===== config.mk =====
export PLATFORM = sky130hd
export DESIGN_NAME = rf_wb_arbiter
export DESIGN_NICKNAME = d
export VERILOG_FILES = /design/src/rtl/rf_wb_arbiter.sv
export SDC_FILE = /design/constraint.sdc
export NUM_CORES = 1
export LEC_CHECK = 0
export ABC_AREA = 0
export CELL_PAD_IN_SITES_DETAIL_PLACEMENT = 1
export CELL_PAD_IN_SITES_GLOBAL_PLACEMENT = 2
export CORE_MARGIN = 2
export CORE_UTILIZATION = 24
export DETAILED_ROUTE_END_ITERATION = 8
export MAX_ROUTING_LAYER = met4
export PLACE_DENSITY_LB_ADDON = 0.25
export SLEW_MARGIN = 25
export SYNTH_ARGS = -nofsm -noshare
export SYNTH_HDL_FRONTEND = slang
export SYNTH_SLANG_ARGS = --single-unit

===== constraint.sdc =====
create_clock -name clk -period 3.9 [get_ports clk]
set_input_delay 1.17 -clock clk [delete_from_list [all_inputs] [get_ports clk]]
set_output_delay 1.17 -clock clk [all_outputs]
set_load 0.02 [all_outputs]

===== src/rtl/rf_wb_arbiter.sv =====
// Writeback arbiter and RAW/WAW scoreboard for the 32x32 register file write port.
// Define RF_WB_FWD_EN to forward the committing write to decode and drop its stall cycle.
module rf_wb_arbiter #(
    parameter int unsigned AW   = 5,
    parameter int unsigned DW   = 32,
    parameter int unsigned NREG = 32
) (
    input  logic          clk,
    input  logic          rst_n,
    input  logic          req0_valid,
    output logic          req0_ready,
    input  logic [AW-1:0] req0_addr,
    input  logic [DW-1:0] req0_data,
    input  logic          req1_valid,
    output logic          req1_ready,
    input  logic [AW-1:0] req1_addr,
    input  logic [DW-1:0] req1_data,
    input  logic          iss_valid,
    output logic          iss_ready,
    input  logic [AW-1:0] iss_rd,
    input  logic [AW-1:0] rs1_addr,
    input  logic [AW-1:0] rs2_addr,
    output logic          rs1_busy,
    output logic          rs2_busy,
    output logic          fwd1_valid,
    output logic          fwd2_valid,
    output logic [DW-1:0] fwd1_data,
    output logic [DW-1:0] fwd2_data,
    output logic          rf_we,
    output logic [AW-1:0] rf_waddr,
    output logic [DW-1:0] rf_wdata
);

    logic            prio;
    logic [NREG-1:0] busy;
    logic            gnt0;
    logic            gnt1;
    logic [AW-1:0]   gnt_addr;
    logic [DW-1:0]   gnt_data;
    logic            iss_fire;

    // Grants are suppressed during reset so nothing is consumed that reset will discard.
    always_comb begin
        gnt0 = rst_n && req0_valid && (!req1_valid || !prio);
        gnt1 = rst_n && req1_valid && (!req0_valid || prio);
        gnt_addr = gnt1 ? req1_addr : req0_addr;
        gnt_data = gnt1 ? req1_data : req0_data;
    end

    assign req0_ready = gnt0;
    assign req1_ready = gnt1;

    assign iss_ready = !busy[iss_rd] || (iss_rd == '0);
    assign iss_fire  = iss_valid && iss_ready && (iss_rd != '0);

    always_ff @(posedge clk) begin
        if (!rst_n) begin
            prio     <= 1'b0;
            rf_we    <= 1'b0;
            rf_waddr <= '0;
            rf_wdata <= '0;
            busy     <= '0;
        end else begin
            rf_we <= (gnt0 || gnt1) && (gnt_addr != '0);
            if (gnt0 || gnt1) begin
                prio     <= gnt0;
                rf_waddr <= gnt_addr;
                rf_wdata <= gnt_data;
            end
            // Clear first so a same-edge issue to the committing register keeps it busy.
            if (rf_we) begin
                busy[rf_waddr] <= 1'b0;
            end
            if (iss_fire) begin
                busy[iss_rd] <= 1'b1;
            end
        end
    end

`ifdef RF_WB_FWD_EN
    logic hit1;
    logic hit2;

    always_comb begin
        hit1 = rf_we && (rf_waddr == rs1_addr) && (rs1_addr != '0);
        hit2 = rf_we && (rf_waddr == rs2_addr) && (rs2_addr != '0);
        rs1_busy   = busy[rs1_addr] && (!hit1 || (iss_fire && (iss_rd == rs1_addr)));
        rs2_busy   = busy[rs2_addr] && (!hit2 || (iss_fire && (iss_rd == rs2_addr)));
        fwd1_valid = hit1;
        fwd2_valid = hit2;
        fwd1_data  = hit1 ? rf_wdata : '0;
        fwd2_data  = hit2 ? rf_wdata : '0;
    end
`else
    assign rs1_busy   = busy[rs1_addr];
    assign rs2_busy   = busy[rs2_addr];
    assign fwd1_valid = 1'b0;
    assign fwd2_valid = 1'b0;
    assign fwd1_data  = '0;
    assign fwd2_data  = '0;
`endif

endmodule


==> metrics, run 1 <==
initial drt markers between 200 and 250; vias per inst between 4 and 5; skew final roughly 0.007 ns; Synth Instances between 400 and 500; chip width ~140 um; Global Route Usage Sum around 17%; mean area per synthesized cell 9.20 sq um; Setup crit start kind input pin; Max-cap violations 0; Clk Latency, worst-skew pair 0.34 ns; Worst path slowest cell or3_4; CTS Sinks roughly 70; global route hottest layer met2; Area growth, synth to finish 43.1%; drt wl/cell ~19 um; first-pass GRT wire length 25400 um; reg-to-reg setup timing slack roughly 1.9 ns; Hold Path Cell Cnt 1; layout cells sized above 1 around 16%; vias in the first global route roughly 4600; initial antenna violation count 0; fmax approximately 260 MHz; design area 6460 sq um; max-slew violations 0; post-detailed-route count of antenna-violating nets 0; YS warnings 0; met3 Use GR 5.57%; Synth async-reset ratio 0%; crit path kind input pin to primary output; Sequential cell area 1420 sq um; worst hold path class flip-flop to flip-flop; placed inst area 6070 sq um; Tightest Pin Transition about 0.76 ns; vias ~4300; Diodes inserted 0; PD cells 323 nW/um^2; r2r worst-path depth 6; Hold Crit Start busy[0]; CP max stage delay between 0.4 and 0.5 ns; outcome finished, final reports clean; Worst EP required about 2.7 ns; routing usage on met1 about 20%; post-detail-place hpwl 12800 um; CP top delay family simple AND/OR/NAND/NOR gates; sequential area share after synthesis 31.5%; die footprint between 15000 and 20000 sq um; Crit. End Element primary output; final global-route overflow total 0; Worst-path clk slew approximately 0.060 ns; GP Congestion ~0.9; IO buf count around 140; sequential share of power a little under two fifths; leakage ~2.4 nW; largest net degree at the start of global routing 76; total power 0.00209 W; RSZ-0062 raised after global routing no; EDFF count, synth 0; drt drc 0; period utilization 99.2%; CP Max Fanout 8; r2r startpoint busy[16]; Routed WL around 17000 um; Die Y approximately 140 um; CTS tree done; Yosys reg bits 71; final hold viol count 0; Final Instance Count excl. Fillers between 800 and 900; Comb power frac between 20% and 30%; initial cell density of the core approximately a quarter; synthesized area roughly 4500 sq um; Netlist cell types 47; # IOs between 200 and 250; Cell Int Power approximately 0.0015 W; Hold Path End busy[0]; final setup TNS 0 ns; crit-path cells dlygate4sd2_1, or3_4, or3b_4, nand4_1, o31ai_4, buf_6; clock buffer count from CTS 9; Sw Ratio roughly 30%; dominant synthesized flop cell dfxtp_1; fin nets between 700 and 800; Slew HR 49.0%; htree depth 3; sw power between 0.0006 and 0.0007 W; area of the multi-input gates 2700 sq um; Placed Cells around 860; GR met2 Demand/Resource between 20% and 30%; Clock Path Buffers 2; Clock power frac 37.4%; VDD IR max just over 0.2 mV; min cycle time layout about 3.9 ns; num rows 50; CTS root buffer clkbuf_16; Hold WS just over 0.5 ns; R2R Path End busy[27]; Critical Path AT around 2.7 ns; Core ar. about 19000 sq um; worst path buffer plus inverter count 2; TritonRoute pass-1 iters 4; Filler Cell Count between 2000 and 2500; final setup fails 0
## cells in the mapped netlist (7+ instances only)
| master | number | area [sq um] |
|---|---|---|
| buf_2 | 11 | 55.1 |
| mux2i_1 | 50 | 500 |
| o211ai_1 | 33 | 248 |
| mux4_2 | 17 | 383 |
| clkbuf_1 | 15 | 56.3 |
| dfxtp_1 | 71 | 1420 |
| o21ai_0 | 14 | 70.1 |
| nand2_1 | 22 | 82.6 |
| a211oi_1 | 37 | 278 |
| buf_1 | 7 | 26.3 |
| buf_4 | 68 | 510 |
| o31ai_1 | 17 | 128 |
| nand3_1 | 13 | 65.1 |
| nor2_1 | 48 | 180 |
## cells by family (layout without fill, tap and decap cells)
logic type,count (synthesis),count (layout),share of synthesized area (%)
other cells,1,66,0.0830
flops,71,71,31.5
mux,68,68,20.1
buf+inv,109,206,15.2
simple gates,123,123,13.5
compound gates,119,119,19.6
## layer usage
metal | vias to the layer above | routed length (um) | part of all wire (%)
li1 | 2028 | - | -
met1 | 2112 | 7040 | 42
met2 | 176 | 7900 | 47
met3 | 23 | 1520 | 9.0
met4 | 0 | 416 | 2.5
met5 | - | 0 | 0
## per-stage QoR
step	utilization (%)	setup slack (ns)
final	34.8	0.0312
after global routing	34.8	0.00199
after global placement	32.7	-0.973
after detailed placement	32.7	-0.989
after CTS	34.4	0.00500
after floorplan	-	0.104
## sequential cells by signal, indices dropped and copies added, names as in the netlist
| signal | flops |
|---|---|
| prio | 1 |
| rf_wdata | 32 |
| rf_we | 1 |
| busy | 32 |
| rf_waddr | 5 |
## cells in the final DEF, fill, tap and decap left out, types with 3 or more instances in the layout
cell,count
o211ai_1,33
clkdlybuf4s50_1,123
conb_1,66
o21ai_0,14
or3_1,4
inv_1,6
mux4_2,17
clkbuf_16,9
buf_4,42
mux2i_1,50
nand4b_1,3
nand3b_1,6
or2_2,3
nand2_1,21
o41ai_1,3
nor2_1,48
o31ai_1,16
a211oi_1,37
dfxtp_1,71
nand2b_1,6
nand3_1,12
buf_6,9
## repair_timing
| action | in CTS | in global routing |
|---|---|---|
| setup endpoints to repair | 3 | 3 |
| buffers inserted | 6 | 5 |
| pin swaps | 6 | 5 |
| hold buffers | 0 | 0 |
| gates resized for setup | 44 | 14 |
## layout make-up
cell class                 instances  area share [%]
clock buffer                      13            4.03
clock inverter                     3           0.271
inverter                           6           0.348
multi-input combinational        376            41.8
sequential                        71            22.0
tap                              234            4.53
timing repair buffer             184            27.0
## how the worst max path moves through the flow
| stage | depth (start not counted) | slack, ns | endpoint | start |
|---|---|---|---|---|
| finish | 6 | 0.03 | iss_ready | iss_rd[2] |
| global route | 6 | 0.002 | iss_ready | iss_rd[2] |
| CTS | 6 | 0.005 | iss_ready | iss_rd[2] |
| detailed placement | 7 | -0.99 | iss_ready | iss_rd[0] |
| global placement | 7 | -0.97 | iss_ready | iss_rd[0] |
| floorplan | 5 | 0.10 | rs1_busy | rs1_addr[0] |
## power groups by stage
stage | Clock [W] | Sequential (W) | Combinational, W
final | 0.000780 | 0.000798 | 0.000508
after global placement | 0 | 0.000811 | 0.000493
after global routing | 0.000844 | 0.000804 | 0.000543
after CTS | 0.000806 | 0.000799 | 0.000503
after detailed placement | 0 | 0.000812 | 0.000499
after floorplan | 0 | 0.000839 | 0.000274
(Power assumes the default switching activity.)
==> run 2: changes to the inputs <==
--- a/config.mk
+++ b/config.mk
@@ -8,10 +8,9 @@
 export ABC_AREA = 0
 export CELL_PAD_IN_SITES_DETAIL_PLACEMENT = 1
 export CELL_PAD_IN_SITES_GLOBAL_PLACEMENT = 2
-export CORE_MARGIN = 2
+export CORE_MARGIN = 4
 export CORE_UTILIZATION = 24
 export DETAILED_ROUTE_END_ITERATION = 8
-export MAX_ROUTING_LAYER = met4
 export PLACE_DENSITY_LB_ADDON = 0.25
 export SLEW_MARGIN = 25
 export SYNTH_ARGS = -nofsm -noshare
==> run 2 against run 1 <==
First-iteration DRC count is 5.4% higher. Non-clock buffer count increased by 15. Critical endpoint unchanged. Register-to-register slack got worse by 0.21 ns. Wire length rose by 6.6%. Total power increased by 6.7%. Sequential share of layout area fell by 0.54 points. Critical path type unchanged. Highest routed layer unchanged.
==> metrics, run 2 (synthesis gave the netlist of run 1 again) <==
outcome finished, final reports clean; vias 4429; PD cells approximately 340 nW/um^2; Tightest Pin Transition between 0.7 and 0.8 ns; design area between 6000 and 7000 sq um; GP Congestion 0.906; fin nets 757; worst hold path class flip-flop to flip-flop; initial cell density of the core ~25%; VDD IR max slightly above 0.2 mV; CTS root buffer clkbuf_16; Critical Path AT 2.71 ns; commonest non-fill, non-tap cell in the layout clkdlybuf4s50_1; CTS Sinks 71; Core ar. 18200 sq um; max-slew violations 0; Routed WL around 18000 um; final hold viol count 0; Clock Path Buffers 2; final global-route overflow total 0; total power ~0.0022 W; IO buf count between 100 and 150; sequential share of power ~36%; vias in the first global route about 4800; fmax approximately 260 MHz; num rows between 40 and 50; Hold Path End busy[0]; R2R Path End busy[29]; # IOs ~200; Hold WS approximately 0.48 ns; CTS tree done; routing usage on met1 approximately a fifth; TritonRoute pass-1 iters 4; Sw Ratio 29.4%; Worst EP required approximately 2.7 ns; period utilization between 90% and 100%; Cell Int Power approximately 0.0016 W; chip width about 150 um; post-detailed-route count of antenna-violating nets 0; post-layout util 36.4%; first-pass GRT wire length roughly 28000 um; sw power about 0.00065 W; Filler Cell Count 2078; Largest regs busy: 32 flops, rf_wdata: 32 flops, rf_waddr: 5 flops; die footprint approximately 21000 sq um; most frequent cells in the layout clkdlybuf4s50_1 (123), dfxtp_1 (71), conb_1 (66); Slew HR between 50% and 60%; Clock power frac 40.8%; RSZ-0062 raised after global routing yes; met3 Use GR about 7.7%; reg-to-reg setup timing slack 1.66 ns; final setup TNS 0 ns; clock buffer count from CTS 9; Hold Path Cell Cnt 1; Comb power frac 23.3%; CP Max Fanout 4; htree depth 3; Global Route Usage Sum between 10% and 20%; final setup fails 0; Die Y ~150 um; Diodes inserted 0; crit path kind input pin to primary output; r2r startpoint busy[30]; Crit. End Element primary output; skew final ~0.0090 ns; drt wl/cell around 20 um; layout cells sized above 1 between 10% and 20%; r2r worst-path depth 10; drt drc 0; Area growth, synth to finish 46.7%; post-detail-place hpwl between 10000 and 15000 um; Setup crit start kind input pin; global route hottest layer met2; Max-cap violations 0; leakage between 2 and 3 nW; Hold Crit Start busy[0]; vias per inst around 4.9; Worst-path clk slew ~0.06 ns; Clk Latency, worst-skew pair 0.34 ns; largest net degree at the start of global routing 76; placed inst area a little over 6000 sq um; initial antenna violation count 0; min cycle time layout between 3 and 4 ns; initial drt markers about 210; GR met2 Demand/Resource a little over a quarter
run 2: cell count changes in the layout (fill, tap and decap cells not counted), sizes merged:
cell           before  now
dlygate4sd2         2    4
clkbuf             15   11
inv                 6    8
clkinvlp            1    2
bufinv              0    2
clkinv              2    0
clkdlybuf4s15       3    2
buf                53   68
run 2: layer usage:
metal	routed length, um	vias up
met3	1770	29
li1	-	2055
met4	465	0
met5	0	-
met2	8420	213
met1	7330	2132
run 2: per-stage QoR:
step | setup slack (ns) | instances
floorplan | 0.104 | 556
global route | -0.0234 | 897
CTS | 0.000159 | 896
finish | 0.0161 | 897
global placement | -0.846 | 864
detailed placement | -0.835 | 864
run 2: worst max-delay path, cell delays in order:
cell           delay, ns
dlygate4sd2_1       0.32
or3_4               0.42
or3b_4              0.40
nand4_1             0.15
o31ai_2             0.09
buf_4               0.16
run 2: what timing repair did:
item	in CTS	in global routing
setup endpoints to repair	3	3
buffers inserted	14	2
pin swaps	10	8
hold buffers	0	0
resized for setup	47	13
cloned	2	0
run 2: layout make-up:
class                           count  area [sq um]  area share, %
Timing Repair Buffer              199          1870           28.2
Clock inverter                      6          92.6           1.40
Clock buffer                       10           229           3.46
Sequential cell                    71          1420           21.5
Inverter                            6          22.5          0.340
Multi-Input combinational cell    376          2710           40.9
Tap cell                          229           287           4.32
run 2: worst max-delay path by stage:
stage | slack, ns | to | depth (start not counted) | from
detailed placement | -0.84 | rs2_busy | 7 | rs2_addr[0]
global placement | -0.85 | iss_ready | 7 | iss_rd[0]
global route | -0.02 | rs1_busy | 7 | rs1_addr[0]
finish | 0.02 | iss_ready | 6 | iss_rd[2]
CTS | 0.0002 | iss_ready | 7 | iss_rd[0]
floorplan | 0.10 | rs1_busy | 5 | rs1_addr[0]
run 2: power groups by stage:
stage	combinational, W	sequential, W	clock [W]
after global placement	0.000497	0.000812	0
after CTS	0.000514	0.000799	0.000931
final	0.000519	0.000799	0.000908
after global routing	0.000557	0.000804	0.000966
after floorplan	0.000274	0.000839	0
after detailed placement	0.000501	0.000813	0
==> run 3: changes to the inputs <==
--- a/config.mk
+++ b/config.mk
@@ -12,6 +12,7 @@
 export CORE_UTILIZATION = 24
 export DETAILED_ROUTE_END_ITERATION = 8
 export PLACE_DENSITY_LB_ADDON = 0.25
+export SETUP_SLACK_MARGIN = 0.3
 export SLEW_MARGIN = 25
 export SYNTH_ARGS = -nofsm -noshare
 export SYNTH_HDL_FRONTEND = slang
==> run 3 against run 2 <==
First-iteration DRC count rose by 10%. Sequential share of layout area is 0.18 points higher. Worst hold slack improved by 0.045 ns. Largest power group is now registers. Non-clock buffer count is 14 lower. Die area is the same. Clock power is 12% lower. Largest cell class unchanged. Worst setup slack improved by 0.041 ns. Core utilization decreased by 0.30 points. Total power is 4.9% lower.
==> metrics, run 3 (synthesis gave the netlist of run 1 again) <==
critical path's most frequent cell buf_6; most frequent cells in the layout clkdlybuf4s50_1 (121), dfxtp_1 (71), conb_1 (66); Sequential cell area between 1000 and 1500 sq um; CTS Sinks just over 70; drt wl/cell around 20 um; commonest non-fill, non-tap cell in the layout clkdlybuf4s50_1; die footprint 21100 sq um; Core ar. around 18000 sq um; Slew HR 50.9%; Largest regs busy: 32 flops, rf_wdata: 32 flops, rf_waddr: 5 flops; Tightest Pin Transition about 0.74 ns; initial drt markers around 240; Diodes inserted 0; Clock power frac a little under two fifths; fmax between 200 and 300 MHz; htree depth 3; clock buffer count from CTS 9; Hold Path Cell Cnt 2; final global-route overflow total 0; VDD IR max approximately 0.17 mV; area of the multi-input gates between 2000 and 3000 sq um; r2r worst-path depth 4; Final Instance Count excl. Fillers about 880; Comb power frac between 20% and 30%; CTS root buffer clkbuf_16; max-slew violations 0; Crit path depth 7; crit-path cells buf_6, buf_6, mux4_2, mux4_2, nand2_2, o311ai_4, buf_6; drt drc 0; sequential share of power 37.7%; worst hold path class flip-flop to flip-flop; RSZ-0062 raised after global routing yes; vias between 4000 and 5000; Crit. End Element primary output; post-detail-place hpwl 13500 um; chip width about 150 um; post-detailed-route count of antenna-violating nets 0; GP Congestion 0.893; Setup crit start kind input pin; period utilization just under 100%; outcome finished, final reports clean; CTS tree done; IO buf count between 100 and 150; post-layout util approximately 36%; post-cts hold buffer count 0; Worst-path clk slew approximately 0.050 ns; Filler Cell Count approximately 2100; final setup fails 0; skew final between 0.006 and 0.007 ns; largest net degree at the start of global routing 76; Clock Path Buffers 2; min cycle time layout 3.84 ns; Max-cap violations 0; Placed Cells roughly 860; vias per inst between 4 and 5; Clk Latency, worst-skew pair between 0.3 and 0.4 ns; TritonRoute pass-1 iters 4; Worst path slowest cell mux4_2; initial cell density of the core roughly 25%; vias in the first global route approximately 4700; first-pass GRT wire length around 27000 um; Worst EP required ~2.7 ns; final hold viol count 0; fin nets roughly 740; Critical Path AT ~2.7 ns; crit path kind input pin to primary output; PD cells 322 nW/um^2; Routed WL about 18000 um; # IOs ~200; num rows 49; Sw Ratio between 20 and 30%; initial antenna violation count 0; CP Max Fanout 6; Global Route Usage Sum about 16%; layout cells sized above 1 about 17%; Cell Int Power 0.00150 W; CP top delay family multiplexers; Area growth, synth to finish 45.4%; leakage between 2 and 2.5 nW; sw power ~0.0006 W; worst path buffer plus inverter count 3; CP max stage delay 0.50 ns; Die Y 145 um
[run 3: cell count changes in the layout (fill, tap and decap cells not counted), sizes merged]
cell,before,now
buf,68,55
inv,8,6
bufinv,2,0
clkinvlp,2,0
clkdlybuf4s15,2,1
clkbuf,11,17
clkdlybuf4s50,123,121
[run 3: power groups by stage]
stage / Combinational [W] / Clock [W] / Sequential (W)
after floorplan: 0.000282 / 0 / 0.000839
after global placement: 0.000499 / 0 / 0.000812
after CTS: 0.000518 / 0.000823 / 0.000798
after detailed placement: 0.000507 / 0 / 0.000813
after global routing: 0.000557 / 0.000858 / 0.000803
final: 0.000520 / 0.000797 / 0.000798
[run 3: worst reg2reg max path: stages (launching register included)]
cell and delay, ns:
dfxtp_1 0.39, nand2b_1 0.20, a21boi_2 0.33, nand4_1 0.48
o31ai_1 0.38
[run 3: layout make-up]
class	instances	share of cell area [%]
clock buffers	14	4.32
inverters	6	0.343
multi-input cells	376	41.9
flip-flops and latches	71	21.6
well taps	229	4.36
repair buffers	185	27.4
[run 3: metrics by stage]
stage | area [sq um] | TNS, ns | worst slack (ns) | total power [W] | hold slack, ns
2_1_floorplan | 4850 | 0 | 0.299 | 0.00112 | 0.449
3_3_place_gp | 6150 | -2.28 | -0.766 | 0.00131 | 0.504
3_5_place_dp | 6150 | -2.34 | -0.794 | 0.00132 | 0.524
4_1_cts | 6540 | 0 | 0.0453 | 0.00214 | 0.534
5_1_grt | 6570 | -0.0142 | -0.0142 | 0.00222 | 0.546
6_report | 6570 | 0 | 0.0567 | 0.00212 | 0.525
[run 3: final timing paths]
path                from        to  slack, ns
min reg2reg         prio      prio       0.53
max          rs2_addr[0]  rs2_busy       0.06
max reg2reg      busy[2]  busy[14]       2.04
min                 prio      prio       0.53
[run 3: layer usage]
metal  up-vias  share of wire, %  GRT usage, %
met5         -                 0             0
met2       184                47          26.5
met3        28                10          7.30
li1       2022                 -             -
met1      2106                40          19.1
met4         0               2.4          5.18
[run 3: timing repair]
item                                    in CTS  in global routing
endpoints found under the setup margin       5                  3
resized for setup                           51                 13
buffers inserted                             5                  1
cloned                                       1                  1
pin swaps                                    7                  7
